### src/rtl/fifo_ser_tx_if.sv
// FIFO read-port bundle between the byte FIFO and its serial transmitter.
//   fifo_empty : FIFO has no readable data (FIFO -> consumer)
//   fifo_d     : read data, valid the cycle after a pop (FIFO -> consumer)
//   fifo_rd    : single-cycle pop strobe (consumer -> FIFO)
// The consumer side uses the master modport; the FIFO side uses slave.
interface fifo_ser_tx_if #(
    parameter int unsigned DATA_W = 8
);
    logic              fifo_empty;
    logic [DATA_W-1:0] fifo_d;
    logic              fifo_rd;

    modport master (
        input  fifo_empty,
        input  fifo_d,
        output fifo_rd
    );

    modport slave (
        output fifo_empty,
        output fifo_d,
        input  fifo_rd
    );
endinterface

### src/rtl/fifo_ser_tx.sv
// Serial transmitter draining the byte FIFO in the out_clk domain.
// Each popped byte goes out as 1 start bit (0), DATA_W data bits LSB first
// and 1 stop bit (1), every bit held for CLKS_PER_BIT clocks.
//   out_clk  : block clock, rising edge
//   reset    : asynchronous, active-low
//   enable   : 1 = new frames may be started
//   fifo     : FIFO read port (master side: fifo_empty, fifo_d in; fifo_rd out)
//   tx       : serial line, idle high (registered)
//   busy     : frame in progress, any state but IDLE (registered)
//   byte_cnt : frames fully sent, wraps at 16 bits
module fifo_ser_tx #(
    parameter int unsigned CLKS_PER_BIT = 16,
    parameter int unsigned DATA_W       = 8
) (
    input  logic          out_clk,
    input  logic          reset,
    input  logic          enable,
    fifo_ser_tx_if.master fifo,
    output logic          tx,
    output logic          busy,
    output logic [15:0]   byte_cnt
);

    localparam int unsigned BIT_W = (DATA_W > 1) ? $clog2(DATA_W) : 1;

    typedef enum logic [2:0] {
        IDLE,
        FETCH,
        START,
        DATA,
        STOP
    } state_e;

    state_e              state_q,    state_d;
    logic [15:0]         baud_q,     baud_d;
    logic [BIT_W-1:0]    bit_q,      bit_d;
    logic [DATA_W-1:0]   shift_q,    shift_d;
    logic [15:0]         byte_cnt_q, byte_cnt_d;
    logic                tx_q,       tx_d;
    logic                fifo_rd_q,  fifo_rd_d;
    logic                busy_q,     busy_d;

    logic                baud_last;
    logic                bit_last;

    assign baud_last = (baud_q == 16'(CLKS_PER_BIT - 1));
    assign bit_last  = (bit_q == BIT_W'(DATA_W - 1));

    always_ff @(posedge out_clk or negedge reset) begin
        if (!reset) begin
            state_q    <= IDLE;
            baud_q     <= '0;
            bit_q      <= '0;
            shift_q    <= '0;
            byte_cnt_q <= '0;
            tx_q       <= 1'b1;
            fifo_rd_q  <= 1'b0;
            busy_q     <= 1'b0;
        end else begin
            state_q    <= state_d;
            baud_q     <= baud_d;
            bit_q      <= bit_d;
            shift_q    <= shift_d;
            byte_cnt_q <= byte_cnt_d;
            tx_q       <= tx_d;
            fifo_rd_q  <= fifo_rd_d;
            busy_q     <= busy_d;
        end
    end

    // An IDLE cycle with the pop strobe already high has committed to the
    // pop, so it always proceeds to FETCH.
    always_comb begin
        state_d    = state_q;
        baud_d     = baud_q;
        bit_d      = bit_q;
        shift_d    = shift_q;
        byte_cnt_d = byte_cnt_q;
        unique case (state_q)
            IDLE: begin
                if (fifo_rd_q) begin
                    state_d = FETCH;
                end
            end
            FETCH: begin
                shift_d = fifo.fifo_d;
                baud_d  = '0;
                bit_d   = '0;
                state_d = START;
            end
            START: begin
                if (baud_last) begin
                    baud_d  = '0;
                    bit_d   = '0;
                    state_d = DATA;
                end else begin
                    baud_d = baud_q + 16'd1;
                end
            end
            DATA: begin
                if (baud_last) begin
                    baud_d = '0;
                    if (bit_last) begin
                        state_d = STOP;
                    end else begin
                        bit_d = bit_q + BIT_W'(1);
                    end
                end else begin
                    baud_d = baud_q + 16'd1;
                end
            end
            STOP: begin
                if (baud_last) begin
                    baud_d     = '0;
                    byte_cnt_d = byte_cnt_q + 16'd1;
                    state_d    = IDLE;
                end else begin
                    baud_d = baud_q + 16'd1;
                end
            end
            default: state_d = IDLE;
        endcase
    end

    // Outputs are registered from the next-state values so they line up
    // with the state they belong to. The pop strobe is raised on the edge
    // that enters (or stays in) IDLE, making it high during that IDLE cycle.
    always_comb begin
        fifo_rd_d = (state_d == IDLE) && enable && !fifo.fifo_empty;
        busy_d    = (state_d != IDLE);
        unique case (state_d)
            START:   tx_d = 1'b0;
            DATA:    tx_d = shift_d[bit_d];
            default: tx_d = 1'b1;
        endcase
    end

    assign fifo.fifo_rd = fifo_rd_q;
    assign tx           = tx_q;
    assign busy         = busy_q;
    assign byte_cnt     = byte_cnt_q;

endmodule

### src/flat_wrapper.sv
// flat-port wrapper written by rule: the top's interface ports become plain ports
module fifo_ser_tx_flat 
#(
    parameter int unsigned CLKS_PER_BIT = 16,
    parameter int unsigned DATA_W       = 8
)
  (out_clk, reset, enable, tx, busy, byte_cnt, fifo_fifo_empty, fifo_fifo_d, fifo_fifo_rd);
  fifo_ser_tx_if #(.DATA_W(DATA_W)) fifo_i ();
  input  logic out_clk;
  input  logic reset;
  input  logic enable;
  output logic tx;
  output logic busy;
  output logic [15:0] byte_cnt;
  input wire logic [$bits(fifo_i.fifo_empty)-1:0] fifo_fifo_empty;
  input wire logic [$bits(fifo_i.fifo_d)-1:0] fifo_fifo_d;
  output wire logic [$bits(fifo_i.fifo_rd)-1:0] fifo_fifo_rd;
  assign fifo_i.fifo_empty = fifo_fifo_empty;
  assign fifo_i.fifo_d = fifo_fifo_d;
  assign fifo_fifo_rd = fifo_i.fifo_rd;
  fifo_ser_tx #(.CLKS_PER_BIT(CLKS_PER_BIT), .DATA_W(DATA_W)) u_core (.out_clk(out_clk), .reset(reset), .enable(enable), .fifo(fifo_i), .tx(tx), .busy(busy), .byte_cnt(byte_cnt));
endmodule
### config.mk
export PLATFORM = sky130hd
export DESIGN_NAME = fifo_ser_tx_flat
export DESIGN_NICKNAME = d
export VERILOG_FILES = /design/src/rtl/fifo_ser_tx_if.sv /design/src/rtl/fifo_ser_tx.sv /design/src/flat_wrapper.sv
export SDC_FILE = /design/constraint.sdc
export NUM_CORES = 1
export LEC_CHECK = 0
export BUFFER_PORTS_ARGS = -buffer_cell sky130_fd_sc_hd__buf_4
export CORE_AREA = 2 2 81 83
export CTS_CLUSTER_DIAMETER = 120
export DETAILED_ROUTE_END_ITERATION = 10
export DIE_AREA = 0 0 83 85
export PLACE_DENSITY_LB_ADDON = 0.12
export SKIP_CTS_REPAIR_TIMING = 1
export SYNTH_ARGS = -nofsm -noshare
export SYNTH_HDL_FRONTEND = slang
export SYNTH_SLANG_ARGS = --single-unit
### constraint.sdc
create_clock -name out_clk -period 2.5 [get_ports out_clk]
set_clock_uncertainty 0.15 [all_clocks]
set_input_delay 0.5 -clock out_clk [delete_from_list [all_inputs] [get_ports out_clk]]
set_output_delay 0.5 -clock out_clk [all_outputs]
set_load 0.03 [all_outputs]
==> results.rst, run 1 <==
.. list-table::
   :header-rows: 1

   * - Metric
     - Value
   * - Number of enable flip-flop cells after synthesis
     - 0
   * - Proportion of power drawn by flip-flops and latches
     - between 40 and 50%
   * - Die width
     - about 83 um
   * - Vias per inst
     - roughly 5.2
   * - Net count of the mapped netlist
     - roughly 240
   * - Worst-case reg-to-reg path depth
     - 7
   * - Share of final-layout standard cells stronger than drive strength 1
     - 26.4%
   * - Number of global-route vias before repair
     - between 1500 and 2000
   * - Most frequently used flop master after synthesis
     - sky130_fd_sc_hd__dfrtp_1
   * - XOR/XNOR Fraction of Synth Area
     - between 6 and 7%
   * - Total global-route track usage
     - around 14%
   * - Worst endpoint data arrival time
     - 2.38 ns
   * - Post-synthesis compound-gate area fraction
     - a little under a tenth
   * - Slew Limit Fails
     - 0
   * - Fraction of synthesis flops using an asynchronous set or reset pin
     - 100%
   * - Worst reg2reg endpoint
     - u_core.tx
   * - Clock transition at the register clock pins on the worst setup and hold paths after CTS
     - 0.09 ns
   * - Effective utilization at floorplan
     - a little under two fifths
   * - Total met3 wirelength after detailed routing
     - between 200 and 250 um
   * - Highest clock rate
     - roughly 430 MHz
   * - Switch share
     - 27.7%
   * - Routability-driven placement congestion ratio
     - around 0.76
   * - Worst setup path startpoint
     - u_core.baud_q[12]
   * - Maximum vdd ir drop
     - approximately 0.00035 V
   * - Required time worst endpoint
     - approximately 2.6 ns
   * - Switching power
     - between 500 and 600 uW
   * - Routed Antenna Nets
     - 0
   * - Count of cell types in the netlist
     - 41
   * - Num rows
     - 29
   * - Maximum fanout count along the critical path
     - 5
   * - Start-to-end type of the worst setup path
     - flip-flop to flip-flop
   * - Detailed Route Iter0 Violations
     - between 100 and 150
   * - Setup Total Neg Slack
     - 0 ns
   * - Result of the run
     - finished clean
   * - Number of failing hold endpoints at the final stage
     - 0
   * - Setup repair after global routing missed its margin
     - false
   * - Number of endpoints failing setup at the final stage
     - 0
   * - First-pass GRT wire length
     - 8.31 mm
   * - Clock root buffer
     - sky130_fd_sc_hd__clkbuf_8
   * - Worst slew slack as a fraction of its limit
     - approximately 59%
   * - DRC violations left
     - 0
   * - Number of levels in the clock H-tree
     - 2
   * - Synthesis-to-finish area growth
     - 20.4%
   * - Number of buffers added by the clock tree synthesis step
     - 5
   * - Latest clock arrival within the worst-skew pair
     - approximately 0.3 ns
   * - Worst Setup End Kind
     - flip-flop
   * - Flip-flop and latch count after synthesis
     - around 50
   * - Clock group share of total power
     - roughly 29%
   * - Number of buffers inserted by port buffering
     - 30
   * - Logic gate share of total power
     - 23.0%
   * - Cell-internal power
     - between 1000 and 1500 uW
   * - Combinational family with the most area after synthesis
     - simple AND/OR/NAND/NOR gates
   * - Placeable core region
     - between 6000 and 7000 um^2
   * - Final nets
     - approximately 280
   * - Ys Warns
     - 0
   * - Tmin final
     - roughly 2.3 ns
   * - Type of the tightest min-delay check
     - input pin to asynchronous set/reset pin
   * - Max capacitance violation total
     - 0
   * - Synthesized area per cell
     - approximately 11 um^2
   * - Total Routed Length
     - ~4.6 mm
   * - Routed wl met2
     - 1.97 mm
   * - CP startpoint kind
     - flip-flop
   * - Top-level I/O count
     - 31
   * - Layout Cells excl Fill
     - between 300 and 400
   * - Capturing instance or port of the critical path
     - u_core.tx
   * - Chip height
     - about 85 um
   * - Mux share of post-synthesis cell area
     - around 6.7%
   * - Adder and majority cell fraction of the synthesized area
     - 1.58%
   * - Clock tree buffer depth
     - 2
   * - FILL cells
     - 587
   * - Routed WL per cell
     - about 13 um
   * - Routed vias
     - around 1800
   * - Detail Placement HPWL
     - about 3.3 mm
   * - Cell leakage power
     - approximately 0.0013 uW
   * - Register-to-register path setup slack
     - approximately 0.20 ns
   * - Post-route fraction of the period consumed by the critical path
     - approximately 92%
   * - Highest metal layer with signal wires
     - met4
   * - Share of synthesized area occupied by flip-flops and latches
     - approximately half
   * - Simple-gate share of the synthesized area
     - roughly 22%
   * - Clock sinks
     - between 40 and 50
   * - Count of inserted antenna diode cells
     - 0
   * - Post-synth design cell area
     - ~2400 um^2
   * - Power density of the placed cells
     - around 720 nW/um^2
   * - Launch instance of the worst register-to-register path
     - u_core.baud_q[12]
   * - Gate count of the mapped netlist
     - between 200 and 250
   * - Pin count of the biggest net entering global routing
     - 50
   * - CTS tree
     - done
   * - Util after Layout
     - 46.1%
   * - Met1 Wirelength
     - approximately 2.4 mm
   * - Die footprint
     - 7060 um^2
   * - Number of detailed-routing iterations run before antenna repair
     - 4
   * - Actual slew at the worst max-slew pin
     - 0.614 ns
   * - Dpl cells
     - about 330
   * - Remaining global-route overflow
     - 0
   * - Initial antenna violation count
     - 0
flip-flops by register name, summed over array words and instances (netlist names):
signal / flops
u_core.baud_q: 16
u_core.byte_cnt: 16
u_core.busy: 1
u_core.bit_q: 3
u_core.fifo.fifo_rd: 1
u_core.state_q: 3
u_core.shift_q: 8
u_core.tx: 1
kinds of logic (layout without fill, tap and decap cells):
group           after synthesis  count (layout)
fa+ha+maj                     3               3
compound gates               40              40
flops                        49              49
buf+inv                      11              50
mux                          12              12
xor+xnor                     18              18
simple gates                 93              93
cell usage after synthesis (3+ instances only):
| master | instances | area, um^2 |
|---|---|---|
| sky130_fd_sc_hd__a21oi_1 | 6 | 30.0 |
| sky130_fd_sc_hd__and2_1 | 5 | 31.3 |
| sky130_fd_sc_hd__and3_1 | 14 | 87.6 |
| sky130_fd_sc_hd__and4_1 | 5 | 43.8 |
| sky130_fd_sc_hd__buf_2 | 5 | 25.0 |
| sky130_fd_sc_hd__dfrtp_1 | 48 | 1200 |
| sky130_fd_sc_hd__ha_1 | 3 | 37.5 |
| sky130_fd_sc_hd__mux2_2 | 9 | 101 |
| sky130_fd_sc_hd__nand2_1 | 25 | 93.8 |
| sky130_fd_sc_hd__nand3_1 | 13 | 65.1 |
| sky130_fd_sc_hd__nand4_1 | 4 | 25.0 |
| sky130_fd_sc_hd__nor2_1 | 13 | 48.8 |
| sky130_fd_sc_hd__nor4_2 | 3 | 37.5 |
| sky130_fd_sc_hd__o21ai_0 | 24 | 120 |
| sky130_fd_sc_hd__o21ai_1 | 3 | 15.0 |
| sky130_fd_sc_hd__xnor2_1 | 14 | 123 |
| sky130_fd_sc_hd__xor2_1 | 4 | 35.0 |
worst min path at each step:
stage	endpoint	slack, ns	cells past startpoint
floorplan	u_core.baud_q[0]	0.05	0
global placement	u_core.byte_cnt[15]	0.32	1
detailed placement	u_core.byte_cnt[15]	0.32	1
CTS	u_core.byte_cnt[6]	0.08	1
global route	u_core.byte_cnt[6]	0.1	1
finish	u_core.byte_cnt[6]	0.05	1
metal layers:
layer | track usage, % | up-vias
li1 | - | 877
met5 | 0 | -
met1 | 20.8 | 861
met4 | 4.47 | 0
met2 | 21.3 | 38
met3 | 3.21 | 5
cell usage in the layout, fill, tap and decap left out, drive strengths merged, types with 2 or more instances in the layout:
master,synthesis,layout
o21ai,27,27
dfrtp,48,48
nor2,14,14
nand4,4,4
buf,7,39
nand2b,2,2
nor3,3,3
inv,3,3
mux2,9,9
mux4,2,2
a21oi,6,6
nor4,5,5
clkbuf,1,6
and3,14,14
and2,5,5
xnor2,14,14
nand3,13,13
ha,3,3
xor2,4,4
and4,5,5
nand2,26,26
power by group through the flow:
stage                     combinational (uW)  sequential [uW]  clock [uW]
final                                    473              992         590
after global routing                     541             1010         647
after CTS                                474              993         611
after detailed placement                 471             1010           0
after global placement                   469             1000           0
after floorplan                          347              999           0
metrics by stage:
stage	setup slack [ns]	hold slack, ns	power, uW	cell area (um^2)
floorplan	0.332	0.0544	1350	2380
finish	0.195	0.0517	2060	2860
detailed placement	0.165	0.319	1480	2730
global placement	0.212	0.316	1470	2730
CTS	0.156	0.0831	2080	2850
global route	0.0325	0.0984	2200	2860
layout make-up:
class	instances	area [um^2]	share of cell area (%)
Inverter	3	11.3	0.394
Sequential cell	49	1230	42.9
Clock buffer	6	82.6	2.89
Tap cell	77	96.3	3.37
Clock inverter	2	37.5	1.31
Multi-Input combinational cell	166	1100	38.5
Timing Repair Buffer	39	305	10.7
critical path, cell delays in order (launching register included):
cell	delay, ns
sky130_fd_sc_hd__dfrtp_1	0.44
sky130_fd_sc_hd__nor4_2	0.35
sky130_fd_sc_hd__and4_2	0.34
sky130_fd_sc_hd__mux2i_1	0.22
sky130_fd_sc_hd__nand2_2	0.10
sky130_fd_sc_hd__mux4_2	0.42
sky130_fd_sc_hd__o21ai_1	0.12
sky130_fd_sc_hd__a21oi_1	0.08
Power figures use the tool's default switching activity.
==> run 2: changes to the inputs <==
==> constraint.sdc (replaced) <==
create_clock -name out_clk -period 2.1 [get_ports out_clk]
set_clock_uncertainty 0.15 [all_clocks]
set_input_delay 0.42 -clock out_clk [delete_from_list [all_inputs] [get_ports out_clk]]
set_output_delay 0.42 -clock out_clk [all_outputs]
set_load 0.03 [all_outputs]
==> run 2 against run 1 <==
  * The run now ends with hold timing, setup timing left
  * Worst setup slack got worse by 0.32 ns
  * Combinational power rose by 56%
  * Sequential cell count did not move
  * Highest routed layer unchanged
  * Total power grew 22%
  * Via count grew 5.1%
  * Register-to-register slack worse by 0.32 ns
  * Wire length is 10% higher
  * Largest power group unchanged
  * Cell area rose by 11%
==> results.rst, run 2 (same netlist as run 1, synthesis figures left out) <==
.. list-table::
   :header-rows: 1

   * - Metric
     - Value
   * - Met1 Wirelength
     - approximately 2.5 mm
   * - Worst slew slack as a fraction of its limit
     - about three fifths
   * - Clock group share of total power
     - roughly a quarter
   * - Max capacitance violation total
     - 0
   * - Power density of the placed cells
     - about 790 nW/um^2
   * - Worst endpoint data arrival time
     - 2.30 ns
   * - Detail Placement HPWL
     - ~3.5 mm
   * - Die width
     - roughly 83 um
   * - Maximum fanout count along the critical path
     - 3
   * - Worst Setup End Kind
     - flip-flop
   * - Total met3 wirelength after detailed routing
     - a little over 200 um
   * - Area after detailed placement
     - between 2000 and 3000 um^2
   * - Initial antenna violation count
     - 0
   * - Commonest cells after routing, fill and taps aside
     - 67 x sky130_fd_sc_hd__buf_4, 47 x sky130_fd_sc_hd__dfrtp_1, 24 x sky130_fd_sc_hd__nand2_1
   * - Setup repair after global routing missed its margin
     - true
   * - Design Area, Final
     - 3170 um^2
   * - Post-route fraction of the period consumed by the critical path
     - 106%
   * - Placeable core region
     - approximately 6200 um^2
   * - Clock transition at the register clock pins on the worst setup and hold paths after CTS
     - 0.09 ns
   * - Number of buffers inserted by port buffering
     - 30
   * - Pin count of the biggest net entering global routing
     - 50
   * - Latest clock arrival within the worst-skew pair
     - roughly 0.3 ns
   * - Detailed Route Iter0 Violations
     - 62
   * - Proportion of power drawn by flip-flops and latches
     - a little under half
   * - Number of levels in the clock H-tree
     - 2
   * - Num rows
     - 29
   * - Cell-internal power
     - about 1800 uW
   * - Logic gate share of total power
     - 29.5%
   * - Setup WS post-layout
     - -0.127 ns
   * - Clock root buffer
     - sky130_fd_sc_hd__clkbuf_8
   * - Synthesis-to-finish area growth
     - 33.2%
   * - FILL cells
     - 580
   * - Highest metal layer with signal wires
     - met4
   * - Number of buffers added by the clock tree synthesis step
     - 5
   * - Switching power
     - between 700 and 800 uW
   * - Routed wl met2
     - around 2.3 mm
   * - Tmin final
     - between 2 and 2.5 ns
   * - Count of inserted antenna diode cells
     - 0
   * - First-pass GRT wire length
     - 8.61 mm
   * - Failing checks
     - hold timing, setup timing
   * - Start-to-end type of the worst setup path
     - flip-flop to flip-flop
   * - Final nets
     - 311
   * - Routed vias
     - about 1900
   * - Number of global-route vias before repair
     - 1822
   * - Overall power after layout
     - 2510 uW
   * - Actual slew at the worst max-slew pin
     - 0.626 ns
   * - CP startpoint kind
     - flip-flop
   * - Slew Limit Fails
     - 0
   * - Switch share
     - 28.7%
   * - Remaining global-route overflow
     - 0
   * - Required time worst endpoint
     - around 2.2 ns
   * - Share of final-layout standard cells stronger than drive strength 1
     - 36.4%
   * - Clock tree buffer depth
     - 2
   * - Total global-route track usage
     - 15.1%
   * - Number of endpoints failing setup at the final stage
     - 2
   * - Result of the run
     - finished, violations left
   * - Worst hold margin
     - -0.0224 ns
   * - Cell leakage power
     - 0.00152 uW
   * - Die footprint
     - 7060 um^2
   * - Setup Total Neg Slack
     - -0.151 ns
   * - Effective utilization at floorplan
     - 38.3%
   * - Maximum vdd ir drop
     - approximately 0.00047 V
   * - CTS tree
     - done
   * - Clock sinks
     - 49
   * - Top-level I/O count
     - 31
   * - Highest clock rate
     - 449 MHz
   * - Most common cell after layout, fill and taps aside
     - sky130_fd_sc_hd__buf_4
   * - Routed WL per cell
     - 13.5 um
   * - Type of the tightest min-delay check
     - input pin to asynchronous set/reset pin
   * - Number of detailed-routing iterations run before antenna repair
     - 4
   * - Vias per inst
     - between 5 and 6
   * - Chip height
     - around 85 um
   * - Total Routed Length
     - just over 5 mm
   * - Routed Antenna Nets
     - 0
   * - Number of failing hold endpoints at the final stage
     - between 40 and 50
   * - Routability-driven placement congestion ratio
     - approximately 0.76
   * - DRC violations left
     - 0
==> run 2: cell types whose count changed in the layout (fill, tap and decap cells not counted), sizes merged <==
cell	before	now
clkbuf	6	8
clkinv	0	1
buf	39	70
clkinvlp	1	0
bufinv	1	0
==> run 2: per-layer routing <==
layer  global-route usage (%)  up-vias
li1                         -      946
met1                     20.8      880
met3                     3.99        6
met4                     4.92        0
met5                        0        -
met2                     23.5       40
==> run 2: layout make-up <==
class | instances | area [um^2] | area share (%)
timing repair buffer | 71 | 579 | 18.3
multi-input combinational | 166 | 1150 | 36.3
tap | 77 | 96.3 | 3.04
clock buffer | 7 | 96.3 | 3.04
inverter | 3 | 11.3 | 0.356
clock inverter | 1 | 5.00 | 0.158
sequential | 49 | 1230 | 38.8
==> run 2: through the flow <==
stage / util [%] / std cells / worst slack, ns
after floorplan: - / 226 / -0.0273
after global placement: 47.6 / 361 / -0.191
after detailed placement: 47.6 / 361 / -0.208
after CTS: 49.2 / 369 / -0.251
after global routing: 51.0 / 374 / -0.265
final: 51.0 / 374 / -0.127
==> run 2: power by group through the flow <==
| stage | registers (uW) | logic (uW) | clock network [uW] |
|---|---|---|---|
| after floorplan | 1190 | 419 | 0 |
| after global placement | 1180 | 672 | 0 |
| after detailed placement | 1180 | 685 | 0 |
| after CTS | 1170 | 695 | 629 |
| after global routing | 1190 | 827 | 664 |
| final | 1170 | 740 | 605 |
==> run 2: path summary, 6_finish.rpt <==
| kind | slack (ns) | cells past startpoint | from | to |
|---|---|---|---|---|
| min reg2reg | 0.32 | 1 | u_core.byte_cnt[15] | u_core.byte_cnt[15] |
| max in group asynchronous | 1.38 | 1 | reset | u_core.baud_q[8] |
| max reg2reg | -0.13 | 7 | u_core.baud_q[12] | u_core.tx |
| min | -0.02 | 1 | reset | u_core.byte_cnt[4] |
| min in group out_clk | 0.11 | 2 | fifo_fifo_empty | u_core.fifo.fifo_rd |
| max | -0.13 | 7 | u_core.baud_q[12] | u_core.tx |
==> run 2: worst max-delay path, cell delays in order (launching register included) <==
cell and delay (ns):
sky130_fd_sc_hd__dfrtp_1 0.42, sky130_fd_sc_hd__nor4_4 0.31, sky130_fd_sc_hd__and4_1 0.28, sky130_fd_sc_hd__mux2i_1 0.22
sky130_fd_sc_hd__nand2_2 0.10, sky130_fd_sc_hd__mux4_2 0.45, sky130_fd_sc_hd__o21ai_1 0.14, sky130_fd_sc_hd__a21oi_1 0.08
